===== src/rtl/nec_pkg.sv =====
// Shared types and constants for the NEC IR transmitter: FSM states, unit counts, 50 MHz defaults.
package nec_pkg;

    typedef enum logic [2:0] {
        StIdle,
        StLeadMark,
        StLeadSpace,
        StBitMark,
        StBitSpace,
        StStopMark
    } nec_state_e;

    localparam int unsigned DefUnitCyc = 28125;
    localparam int unsigned DefCarHalf = 658;

    localparam int unsigned LeadMarkU  = 16;
    localparam int unsigned LeadSpaceU = 8;
    localparam int unsigned RptSpaceU  = 4;
    localparam int unsigned BitMarkU   = 1;
    localparam int unsigned BitSpace0U = 1;
    localparam int unsigned BitSpace1U = 3;
    localparam int unsigned StopMarkU  = 1;

    // Bit 0 goes on air first, so the address sits in the low byte.
    function automatic logic [31:0] nec_frame(input logic [7:0] addr, input logic [7:0] cmd);
        return {~cmd, cmd, ~addr, addr};
    endfunction

endpackage


===== src/rtl/nec_ir_tx_if.sv =====
// Request/status bundle between a frame requester and the NEC transmitter.
interface nec_ir_tx_if;
    logic       Start;
    logic       Repeat;
    logic [7:0] Addr;
    logic [7:0] Cmd;
    logic       IrOut;
    logic       Envelope;
    logic       Busy;
    logic       Done;

    modport master (
        output Start, Repeat, Addr, Cmd,
        input  IrOut, Envelope, Busy, Done
    );

    modport slave (
        input  Start, Repeat, Addr, Cmd,
        output IrOut, Envelope, Busy, Done
    );
endinterface


===== src/rtl/nec_carrier_gen.sv =====
// Carrier phase generator; restart forces phase high with a fresh count on mark entry.
module nec_carrier_gen
    import nec_pkg::*;
#(
    parameter int unsigned CAR_HALF = DefCarHalf
) (
    input  logic clk,
    input  logic rst_n,
    input  logic en,
    input  logic restart,
    output logic phase
);

    localparam int unsigned CW = (CAR_HALF > 1) ? $clog2(CAR_HALF) : 1;

    logic [CW-1:0] cnt_q, cnt_d;
    logic          phase_q, phase_d;

    always_comb begin
        cnt_d   = cnt_q;
        phase_d = phase_q;
        if (restart) begin
            cnt_d   = '0;
            phase_d = 1'b1;
        end else if (en) begin
            if (cnt_q == CW'(CAR_HALF - 1)) begin
                cnt_d   = '0;
                phase_d = ~phase_q;
            end else begin
                cnt_d = cnt_q + CW'(1);
            end
        end
    end

    always_ff @(posedge clk) begin
        if (!rst_n) begin
            cnt_q   <= '0;
            phase_q <= 1'b0;
        end else begin
            cnt_q   <= cnt_d;
            phase_q <= phase_d;
        end
    end

    assign phase = phase_q;

endmodule


===== src/rtl/nec_ir_tx.sv =====
// NEC IR transmitter: unit timebase and frame FSM emitting a full frame or a repeat code.
module nec_ir_tx
    import nec_pkg::*;
#(
    parameter int unsigned UNIT_CYC     = DefUnitCyc,
    parameter int unsigned CAR_HALF     = DefCarHalf,
    parameter int unsigned LEAD_MARK_U  = LeadMarkU,
    parameter int unsigned LEAD_SPACE_U = LeadSpaceU,
    parameter int unsigned RPT_SPACE_U  = RptSpaceU
) (
    input  logic        CLK,
    input  logic        RST_n,
    nec_ir_tx_if.slave  bus
);

    localparam int unsigned UW = (UNIT_CYC > 1) ? $clog2(UNIT_CYC) : 1;

    nec_state_e    state_q, state_d;
    logic [UW-1:0] unit_cnt_q, unit_cnt_d;
    logic [4:0]    units_q, units_d;
    logic [4:0]    bit_idx_q, bit_idx_d;
    logic [31:0]   frame_q, frame_d;
    logic          rpt_q, rpt_d;
    logic          done_q, done_d;
    logic [4:0]    dur;
    logic          tick, last, mark_entry, envelope, phase;

    assign tick = (unit_cnt_q == UW'(UNIT_CYC - 1));

    // Length of the current state in units.
    always_comb begin
        dur = 5'd1;
        unique case (state_q)
            StLeadMark:  dur = 5'(LEAD_MARK_U);
            StLeadSpace: dur = rpt_q ? 5'(RPT_SPACE_U) : 5'(LEAD_SPACE_U);
            StBitMark:   dur = 5'(BitMarkU);
            StBitSpace:  dur = frame_q[bit_idx_q] ? 5'(BitSpace1U) : 5'(BitSpace0U);
            StStopMark:  dur = 5'(StopMarkU);
            default:     dur = 5'd1;
        endcase
    end

    assign last = tick && (units_q == dur - 5'd1);

    always_comb begin
        state_d    = state_q;
        unit_cnt_d = unit_cnt_q;
        units_d    = units_q;
        bit_idx_d  = bit_idx_q;
        frame_d    = frame_q;
        rpt_d      = rpt_q;
        done_d     = 1'b0;
        mark_entry = 1'b0;

        if (state_q != StIdle) begin
            if (tick) begin
                unit_cnt_d = '0;
                units_d    = units_q + 5'd1;
            end else begin
                unit_cnt_d = unit_cnt_q + UW'(1);
            end
        end

        unique case (state_q)
            StIdle: begin
                if (bus.Start) begin
                    state_d    = StLeadMark;
                    frame_d    = nec_frame(bus.Addr, bus.Cmd);
                    rpt_d      = bus.Repeat;
                    mark_entry = 1'b1;
                end
            end
            StLeadMark: begin
                if (last) state_d = StLeadSpace;
            end
            StLeadSpace: begin
                if (last) begin
                    state_d    = rpt_q ? StStopMark : StBitMark;
                    bit_idx_d  = '0;
                    mark_entry = 1'b1;
                end
            end
            StBitMark: begin
                if (last) state_d = StBitSpace;
            end
            StBitSpace: begin
                if (last) begin
                    mark_entry = 1'b1;
                    if (bit_idx_q == 5'd31) begin
                        state_d = StStopMark;
                    end else begin
                        state_d   = StBitMark;
                        bit_idx_d = bit_idx_q + 5'd1;
                    end
                end
            end
            StStopMark: begin
                if (last) begin
                    state_d = StIdle;
                    done_d  = 1'b1;
                end
            end
            default: state_d = StIdle;
        endcase

        // Every state starts its timebase from zero.
        if (state_d != state_q) begin
            unit_cnt_d = '0;
            units_d    = '0;
        end
    end

    always_ff @(posedge CLK) begin
        if (!RST_n) begin
            state_q    <= StIdle;
            unit_cnt_q <= '0;
            units_q    <= '0;
            bit_idx_q  <= '0;
            frame_q    <= '0;
            rpt_q      <= 1'b0;
            done_q     <= 1'b0;
        end else begin
            state_q    <= state_d;
            unit_cnt_q <= unit_cnt_d;
            units_q    <= units_d;
            bit_idx_q  <= bit_idx_d;
            frame_q    <= frame_d;
            rpt_q      <= rpt_d;
            done_q     <= done_d;
        end
    end

    assign envelope = (state_q == StLeadMark) || (state_q == StBitMark) ||
                      (state_q == StStopMark);

    nec_carrier_gen #(
        .CAR_HALF (CAR_HALF)
    ) u_carrier (
        .clk     (CLK),
        .rst_n   (RST_n),
        .en      (envelope),
        .restart (mark_entry),
        .phase   (phase)
    );

    assign bus.Envelope = envelope;
    assign bus.IrOut    = envelope & phase;
    assign bus.Busy     = (state_q != StIdle);
    assign bus.Done     = done_q;

endmodule


===== src/flat_wrapper.sv =====
// flat-port wrapper written by rule: the top's interface ports become plain ports
module nec_ir_tx_flat import nec_pkg::*;
#(
    parameter int unsigned UNIT_CYC     = DefUnitCyc,
    parameter int unsigned CAR_HALF     = DefCarHalf,
    parameter int unsigned LEAD_MARK_U  = LeadMarkU,
    parameter int unsigned LEAD_SPACE_U = LeadSpaceU,
    parameter int unsigned RPT_SPACE_U  = RptSpaceU
)
  (CLK, RST_n, bus_Start, bus_Repeat, bus_Addr, bus_Cmd, bus_IrOut, bus_Envelope, bus_Busy, bus_Done);
  nec_ir_tx_if bus_i ();
  input  logic CLK;
  input  logic RST_n;
  input wire logic [$bits(bus_i.Start)-1:0] bus_Start;
  input wire logic [$bits(bus_i.Repeat)-1:0] bus_Repeat;
  input wire logic [$bits(bus_i.Addr)-1:0] bus_Addr;
  input wire logic [$bits(bus_i.Cmd)-1:0] bus_Cmd;
  output wire logic [$bits(bus_i.IrOut)-1:0] bus_IrOut;
  output wire logic [$bits(bus_i.Envelope)-1:0] bus_Envelope;
  output wire logic [$bits(bus_i.Busy)-1:0] bus_Busy;
  output wire logic [$bits(bus_i.Done)-1:0] bus_Done;
  assign bus_i.Start = bus_Start;
  assign bus_i.Repeat = bus_Repeat;
  assign bus_i.Addr = bus_Addr;
  assign bus_i.Cmd = bus_Cmd;
  assign bus_IrOut = bus_i.IrOut;
  assign bus_Envelope = bus_i.Envelope;
  assign bus_Busy = bus_i.Busy;
  assign bus_Done = bus_i.Done;
  nec_ir_tx #(.UNIT_CYC(UNIT_CYC), .CAR_HALF(CAR_HALF), .LEAD_MARK_U(LEAD_MARK_U), .LEAD_SPACE_U(LEAD_SPACE_U), .RPT_SPACE_U(RPT_SPACE_U)) u_core (.CLK(CLK), .RST_n(RST_n), .bus(bus_i));
endmodule

===== config.mk =====
export PLATFORM = sky130hd
export DESIGN_NAME = nec_ir_tx_flat
export DESIGN_NICKNAME = d
export VERILOG_FILES = /design/src/rtl/nec_pkg.sv /design/src/rtl/nec_ir_tx_if.sv /design/src/rtl/nec_carrier_gen.sv /design/src/rtl/nec_ir_tx.sv /design/src/flat_wrapper.sv
export SDC_FILE = /design/constraint.sdc
export NUM_CORES = 1
export LEC_CHECK = 0
export BUFFER_PORTS_ARGS = -buffer_cell sky130_fd_sc_hd__buf_2
export CAP_MARGIN = 20
export CORE_ASPECT_RATIO = 0.8
export CORE_UTILIZATION = 50
export CTS_CLUSTER_SIZE = 28
export DETAILED_ROUTE_END_ITERATION = 10
export PLACE_DENSITY = 0.68
export SLEW_MARGIN = 20
export SYNTH_ARGS = -nofsm -noshare
export SYNTH_HDL_FRONTEND = slang
export SYNTH_HIERARCHICAL = 1
export SYNTH_SLANG_ARGS = --single-unit

===== constraint.sdc =====
create_clock -name CLK -period 4.3 [get_ports CLK]
set_input_delay 0.43 -clock CLK [delete_from_list [all_inputs] [get_ports CLK]]
set_output_delay 0.43 -clock CLK [all_outputs]
set_load 0.03 [all_outputs]

## Word-level counts from Yosys, hierarchy flattened

Cells that the tools add are included.

- Add/sub/neg operators: 5
- $lt $le $gt $ge: 1
- Equal/unequal tests: 13
- Mux-type cells: 26
- Bitwise gates (word level): 5
- Reduce and logical (&&, ||, !) cells: 16

Operator list:

| operator | number |
|---|---|
| $mux W3 | 8 |
| $pmux W3 S6 | 1 |
| $not A8 Y8 | 2 |
| $add A15 B1 Y15 const B | 1 |
| $eq A15 B15 Y1 const B | 1 |
| $mux W15 | 1 |
| $mux W5 | 3 |
| $pmux W5 S3 | 1 |
| $add A10 B1 Y10 const B | 1 |
| $add A5 B1 Y5 const B | 2 |
| $eq A10 B10 Y1 const B | 1 |
| $mux W10 | 1 |
| $pmux W5 S2 | 1 |
| $reduce_and A2 Y1 | 4 |
| $eq A3 B2 Y1 const B | 2 |
| $eq A3 B3 Y1 const B | 2 |
| $lt A5 B6 Y1 const B | 1 |
| $mux W1 | 6 |
| $reduce_bool A2 Y1 | 3 |
| $reduce_or A2 Y1 | 3 |
| $bmux W1 S5 | 1 |
| $eq A5 B5 Y1 | 1 |
| $eq A5 B5 Y1 const B | 1 |
| $sub A5 B1 Y5 const B | 1 |
| 14 further kinds | 17 |

- Register bits: 73
- Bits of input ports: 20
- Output and inout bits: 4
- Word-level logic and storage cells: 75

## Longest topological paths before layout

Gate-level depths: netlist of the first run.

- Depth in word-level cells: 11
- Gate-level depth with buffers: 15
- Depth with buffers taken out: 13

## Hierarchy

Netlist of the first run, hierarchy kept.

Modules (own cells, without submodules):

| module | instances | cells each | area an instance (sq um) | seq. area each (sq um) |
|---|---|---|---|---|
| nec_ir_tx | 1 | 376 | 3296.9 | 1241.2 |
| nec_carrier_gen | 1 | 53 | 519.2 | 220.2 |

## Least setup slack after synthesis of the first run

OpenSTA, ideal clock, no wires.

- Kind: register -> register
- Start point: register u_core.bit_idx_q[0]
- End point: register u_core.u_carrier.cnt_q[1]
- Setup time: 86 ps
- Arrival time: 3787 ps
- Required time: 4214 ps
- Slack: 428 ps
- Cell stages (with the launch flop): 16
- Buffers on the path: 2
- Period minus slack after synthesis: 3872 ps
- Path through: dfxtp_1 > buf_1 > mux4_2 > mux4_2 > mux2_2 > nand2_1 > ha_1 > xnor2_1 > a21oi_1 > o21bai_1 > a211oi_4 > buf_6 > nand2_1 > nand2_1 > nand3b_2 > a211oi_1

- Longest elaborated chain between the ends: 10

Ends and longest elaborated chain:

| what | line | source |
|---|---|---|
| start, declared | nec_ir_tx.sv:21 | `logic [4:0] bit_idx_q, bit_idx_d;` |
| start signal, assigned | nec_ir_tx.sv:126 | `bit_idx_q <= bit_idx_d;` |
| $bmux W1 S5 | nec_ir_tx.sv:37 | `StBitSpace: dur = frame_q[bit_idx_q] ? 5'(BitSpace1U) : 5'(BitSpace0U);` |
| $mux W1 (not written as such) | nec_ir_tx.sv:37 |  |
| $mux W2 | nec_ir_tx.sv:37 |  |
| $pmux W5 S3 | nec_ir_tx.sv:33 | `unique case (state_q)` |
| $sub A5 B1 Y5 | nec_ir_tx.sv:43 | `assign last = tick && (units_q == dur - 5'd1);` |
| $eq A5 B5 Y1 | nec_ir_tx.sv:43 |  |
| $logic_and A1 B1 Y1 | nec_ir_tx.sv:43 |  |
| $mux W1 | nec_ir_tx.sv:77, nec_ir_tx.sv:87 |  |
| $pmux W1 S2 | nec_ir_tx.sv:64 | `unique case (state_q)` |
| net u_core.mark_entry | nec_ir_tx.sv:26 | `logic tick, last, mark_entry, envelope, phase;` |
| $reduce_or A2 Y1 (no line) | -- |  |
| end signal, assigned | nec_carrier_gen.sv:40 | `cnt_q <= cnt_d;` |
| end, declared | nec_carrier_gen.sv:16 | `logic [CW-1:0] cnt_q, cnt_d;` |

The timed path passes the listed nets, and every way through them passes these cells. The select of a mux whose other input is x is not followed.
A chain may end at the register's enable or synchronous reset.

## Worst setup path after layout of the first run

- Start point: register u_core.bit_idx_q[0]
- End point: register u_core.unit_cnt_q[13]

- Longest elaborated chain between the ends: 11
- Elaborated cells on any way between the ends: 17
- Classes of those cells: 1 x add/sub; 3 x eq/ne; 11 x mux; 2 x reduce/logical

Ends and longest elaborated chain:

| what | line | source |
|---|---|---|
| $bmux W1 S5 | nec_ir_tx.sv:37 |  |
| $mux W1 (not written as such) | nec_ir_tx.sv:37 |  |
| $mux W2 | nec_ir_tx.sv:37 |  |
| $pmux W5 S3 | nec_ir_tx.sv:33 |  |
| $sub A5 B1 Y5 | nec_ir_tx.sv:43 |  |
| $eq A5 B5 Y1 | nec_ir_tx.sv:43 |  |
| $logic_and A1 B1 Y1 | nec_ir_tx.sv:43 |  |
| $mux W3 (on tied branches) | -- |  |
| $pmux W3 S6 * | nec_ir_tx.sv:64 |  |
| $ne A3 B3 Y1 * | nec_ir_tx.sv:107 | `if (state_d != state_q) begin` |
| $reduce_or A2 Y1 (no line) * | -- |  |
| end signal, assigned | nec_ir_tx.sv:124 | `unit_cnt_q <= unit_cnt_d;` |
| end, declared | nec_ir_tx.sv:19 | `logic [UW-1:0] unit_cnt_q, unit_cnt_d;` |

Mark *: on every way between the ends. The rest lies on a longest branch, timed or not. The select of a mux whose other input is x is not followed.

==> flow_summary.toml, run 1 <==
[finish]
area_growth_pct = 9.38
drive_gt1_share_pct = 15.7
register_area_sq_um = 1460
layout.nets = 474
fill_cells = 671
utilization_pct = 56.5
multi_input_area_sq_um = 2220
antenna_cells = 0

[placement]
hpwl_mm = 5.75
place_congestion = 0.846
io_buffers = 23

[sta]
setup-tns-final_ns = 0
clock_skew_ns = 0.0118
fin_crit_ns = 3.74
rsz0062_at_grt = "no"
tightest_slew_ns = 0.837
slew_headroom_pct = 44.2
setup_violations = 0
fin_crit_sh_pct = 86.9
slew_viol_final = 0
hold_viol_final = 0
fmax_ghz = 0.268

[clock_network]
cts_setup_buffers = 0
ctsResizeCount = 0
cts_buffer_depth = 2
numCtsBuffers = 9
clock-sinks = 73
hold_buffers = 0
htreeDepth = 3
cts_tree = "yes"
cts.clk_slew.worst_paths_ns = 0.09
cts_root_buf = "clkbuf_8"
insertion_delay_ns = 0.35

[yosys]
async_flop_share_pct = 0
ys_types = 60
synth_edf_count = 0
syn_nets = 457
postSynthCellCount = 429
syn_area_sq_um = 3820
synth_common_cells = "nand2_1, dfxtp_1, nor2_1"
ys.flop_type = "dfxtp_1"
avgSynthCellArea_sq_um = 8.90
synth_top_area_share_pct = 38.3
synth_top_cell_by_area = "dfxtp_1"
ys_ff_latch = 73
yosys_warnings = 6
yosysMostFrequentCell = "nand2_1"
synth.yosys.seq_area_share_pct = 38.3
synthTopCellsByArea = "dfxtp_1, nand2_1, mux4_2"

[pwr]
swShare_pct = 27.2
p_total_uw = 1320
vdd_drop_max_uv = 187
combPwrFrac_pct = 8.9
clockPowerShare_pct = 36.9
power_leakage_uw = 0.00152
pwr-share-seq_pct = 54.1
p_switching_uw = 359
intPower_uw = 962
power.density_nw_per_um2 = 316

[die]
start_util_pct = 51.6
die_h_microns = 80.1
row_count = 28
dieWidth_microns = 99.7
ios = 24
dieArea_sq_um = 7990
core_region_area_sq_um = 7390

[worst_setup_path]
start_kind = "flop"
crit_chain = "buf_4, mux4_2, mux4_2, mux2_2, nand2_1, ha_1, xnor2_1, a21oi_1, o21bai_1, nand2_1, a31o_2, nor4b_1"
crit_path_top_delay_cell = "mux4_2"
worstPathRequired_ns = 4.54
critical_path.max_stage_delay_ns = 0.50
criticalPathCategory = "reg -> reg"
cp.arrival_ns = 3.98
path_max_fanout = 20
crit_family = "multiplexers"
end_kind = "flop"
crit_buf_inv = 1

[global_routing]
grtUsageMet3_pct = 4.53
grt_usage_pct = 22.9
antenna_found_initial = 0
met2_usage_pct = 33.2
grt_pass1_vias = 2910
grt_use_met1_pct = 34.0
grt-ovfl-total = 0
grt_max_degree = 54
grt_pass1_wl_mm = 14.3
grt.busiest_layer = "met1"

[drt]
via_per_inst = 5.58
vias = 3102
avgRoutedWirePerCell_microns = 14.8
routed_wirelength_mm = 8.22
postRouteAntennaNets = 0
drc = 0
drtPass1Iterations = 4
drt_iter0_drc = 251

[min_path]
hold_class = "in -> reg"

[outcome]
outcome = "finished, final reports clean"

[flow_run]
max_cap_violations = 0
-- logic make-up after synthesis --
logic type	Yosys count	share of synthesized area [%]
buf+inv	29	3.51
flops	73	38.3
compound gates	67	12.6
mux	16	7.54
xor+xnor	30	6.89
fa+ha+maj	8	2.62
simple gates	206	28.5
-- layout by cell type (no fill, tap or decap), types with 2 or more instances in the layout --
cell type and count:
a2111oi_0 2, a21boi_0 18, a21oi_1 7, a32o_1 2, and2_1 17, and3_1 9, and4b_1 2, buf_2 23
buf_4 6, clkbuf_8 9, clkinv_4 2, clkinvlp_4 2, dfxtp_1 73, ha_1 8, inv_1 5, inv_6 2
mux2_2 2, mux2i_1 4, mux4_2 10, nand2_1 76, nand2b_1 2, nand3_1 18, nand4_1 7, nor2_1 26
nor2b_1 3, nor3_1 19, nor4_1 2, nor4b_1 9, o211ai_2 2, o21a_1 3, o21ai_0 21, or3_1 2
xnor2_1 16, xor2_1 14
-- final timing paths --
| path | from | to | slack, ns | depth (start not counted) |
|---|---|---|---|---|
| max | u_core/bit_idx_q[0] | u_core/unit_cnt_q[13] | 0.56 | 12 |
| min | bus_Cmd[6] | u_core/frame_q[30] | 0.27 | 2 |
| max reg2reg | u_core/bit_idx_q[0] | u_core/unit_cnt_q[13] | 0.56 | 12 |
| min reg2reg | u_core/frame_q[20] | u_core/frame_q[20] | 0.47 | 2 |
-- sequential cells by signal, indices dropped and copies added, names as in the netlist, 3 cells and up --
signal                  flops
u_core/frame_q             32
u_core/u_carrier/cnt_q     10
u_core/state_q              3
u_core/units_q              5
u_core/unit_cnt_q          15
u_core/bit_idx_q            5
-- layer usage --
| metal | vias to the layer above | part of all wire [%] |
|---|---|---|
| li1 | 1557 | - |
| met1 | 1470 | 53 |
| met2 | 67 | 42 |
| met3 | 8 | 4.7 |
| met4 | 0 | 0.97 |
| met5 | - | 0 |
-- final cells by class --
class                      count  share of cell area, %
multi-input combinational    327                   53.2
sequential                    73                   35.0
timing repair buffer          29                   3.84
tap                          105                   3.15
clock buffer                  10                   3.06
clock inverter                 6                   1.20
inverter                       6                  0.540
-- through the flow --
stage | setup slack [ns] | std cells | hold WS [ns] | instance area (sq um)
floorplan | 0.428 | 429 | 0.440 | 3820
global placement | 0.731 | 540 | 0.458 | 4000
detailed placement | 0.576 | 540 | 0.464 | 4000
CTS | 0.561 | 556 | 0.254 | 4170
global route | 0.344 | 556 | 0.253 | 4170
finish | 0.562 | 556 | 0.266 | 4170
-- worst register-to-register path: stages (launching register included) --
cell and delay [ns]:
dfxtp_1 0.34, buf_4 0.16, mux4_2 0.49, mux4_2 0.50, mux2_2 0.28, nand2_1 0.06
ha_1 0.28, xnor2_1 0.15, a21oi_1 0.08, o21bai_1 0.34, nand2_1 0.18, a31o_2 0.42
nor4b_1 0.35
-- power by group through the flow --
| stage | logic (uW) | clock network [uW] | registers, uW |
|---|---|---|---|
| after global routing | 134 | 532 | 718 |
| after detailed placement | 117 | 0 | 730 |
| after global placement | 114 | 0 | 731 |
| after CTS | 118 | 501 | 715 |
| after floorplan | 88.3 | 0 | 723 |
| final | 118 | 488 | 715 |
Power figures use the tool's default switching activity.
==> run 2: changes to the inputs <==
==> constraint.sdc (replaced) <==
create_clock -name CLK -period 4.75 [get_ports CLK]
set_input_delay 0.475 -clock CLK [delete_from_list [all_inputs] [get_ports CLK]]
set_output_delay 0.475 -clock CLK [all_outputs]
set_load 0.03 [all_outputs]
==> flow_summary.toml, run 2 (same netlist as run 1, synthesis figures left out) <==
[sta]
hold_viol_final = 0
tightest_slew_ns = 0.914
setup-tns-final_ns = 0
fin_crit_sh_pct = 89.8
holdWs_ns = 0.305
slew_viol_final = 0
rsz0062_at_grt = "no"
setup_violations = 0
slew_headroom_pct = 38.6
clock_skew_ns = 0.0162
fmax_ghz = 0.234
fin_crit_ns = 4.27

[worst_setup_path]
end_kind = "flop"
crit_family = "multiplexers"
criticalPathCategory = "reg -> reg"
crit_chain = "mux4_2, mux4_2, mux2_2, nand2_1, ha_1, mux2i_1, or3_4, a211oi_4, nand2_1, nand2_1, nand3b_2, a211oi_1"
worstPathRequired_ns = 4.98
crit_path_top_delay_cell = "dfxtp_1"
cp.arrival_ns = 4.49
cp_common_cell = "nand2_1"
critical_path.max_stage_delay_ns = 0.71
start_kind = "flop"
crit_buf_inv = 0
path_max_fanout = 12

[finish]
reg_top3 = "u_core/frame_q: 32 flops, u_core/unit_cnt_q: 15 flops, u_core/u_carrier/cnt_q: 10 flops"
antenna_cells = 0
utilization_pct = 57.0
drive_gt1_share_pct = 15.4
regMostFlops = "u_core/frame_q"
largest_register_ffs = 32
layout_common_cells = "nand2_1, dfxtp_1, nor2_1, buf_2, o21ai_0"
area_growth_pct = 10.3
layout.nets = 471
final_common_cell = "nand2_1"

[drt]
drt_iter0_drc = 151
drtPass1Iterations = 4
drc = 0
vias = 3063
avgRoutedWirePerCell_microns = 14.6
postRouteAntennaNets = 0
via_per_inst = 5.54
routed_wirelength_mm = 8.06

[global_routing]
antenna_found_initial = 0
grt_pass1_vias = 2757
grt_pass1_wl_mm = 13.8
grt_usage_pct = 22.0
grt-ovfl-total = 0
grt_max_degree = 54

[die]
start_util_pct = 51.6
ios = 24
dieArea_sq_um = 7990
core_region_area_sq_um = 7390
die_h_microns = 80.1
dieWidth_microns = 99.7
row_count = 28

[placement]
hpwl_mm = 5.57
place_congestion = 0.822
io_buffers = 23

[clock_network]
htreeDepth = 3
numCtsBuffers = 9
cts_buffer_depth = 2
ctsResizeCount = 0
cts.clk_slew.worst_paths_ns = 0.08
hold_buffers = 0
cts_tree = "yes"
cts_setup_buffers = 0
clock-sinks = 73
cts_root_buf = "clkbuf_8"
insertion_delay_ns = 0.35

[outcome]
outcome = "finished, final reports clean"

[pwr]
power_leakage_uw = 0.00153
vdd_drop_max_uv = 188
power.density_nw_per_um2 = 314

[flow_run]
max_cap_violations = 0

[min_path]
hold_class = "in -> reg"
run 2: changes by cell type in the layout (fill, tap and decap cells not counted), sizes merged:
cell      previous run  this run
inv                  8         7
clkbuf              10        11
buf                 29        26
clkinvlp             2         1
clkinv               2         1
bufinv               0         2
run 2: metrics by stage:
| stage | instance area (sq um) | instances | setup WS [ns] | total power [uW] |
|---|---|---|---|---|
| floorplan | 3820 | 429 | 0.878 | 734 |
| global placement | 3970 | 537 | 0.623 | 764 |
| detailed placement | 3970 | 537 | 0.517 | 767 |
| CTS | 4210 | 553 | 0.471 | 1330 |
| global route | 4210 | 553 | 0.127 | 1380 |
| finish | 4210 | 553 | 0.484 | 1320 |
run 2: path summary, 6_finish.rpt:
| path | slack (ns) | depth (start not counted) | endpoint | start |
|---|---|---|---|---|
| min | 0.30 | 2 | u_core/frame_q[30] | bus_Cmd[6] |
| min reg2reg | 0.47 | 2 | u_core/frame_q[3] | u_core/frame_q[3] |
| max | 0.48 | 12 | u_core/u_carrier/cnt_q[1] | u_core/bit_idx_q[0] |
| max reg2reg | 0.48 | 12 | u_core/u_carrier/cnt_q[1] | u_core/bit_idx_q[0] |
run 2: power by group:
part | internal (uW) | switching (uW) | total, uW | leakage [uW]
clock | 327 | 242 | 569 | 0.000116
combinational | 43.8 | 62.6 | 106 | 0.000824
sequential | 632 | 14.8 | 647 | 0.000594
run 2: routing by layer:
metal | global-route usage (%) | vias up | part of all wire [%]
li1 | - | 1552 | -
met1 | 30.7 | 1453 | 52
met2 | 33.2 | 47 | 44
met3 | 5.31 | 11 | 3.2
met4 | 7.21 | 0 | 1.2
met5 | 0 | - | 0
run 2: area by class of cell:
| type | count | area (sq um) |
|---|---|---|
| Timing Repair Buffer | 26 | 138 |
| Inverter | 6 | 22.5 |
| Tap cell | 105 | 131 |
| Multi-Input combinational cell | 327 | 2220 |
| Fill cell | 662 | 3180 |
| Sequential cell | 73 | 1460 |
| Clock buffer | 11 | 151 |
| Clock inverter | 5 | 85.1 |
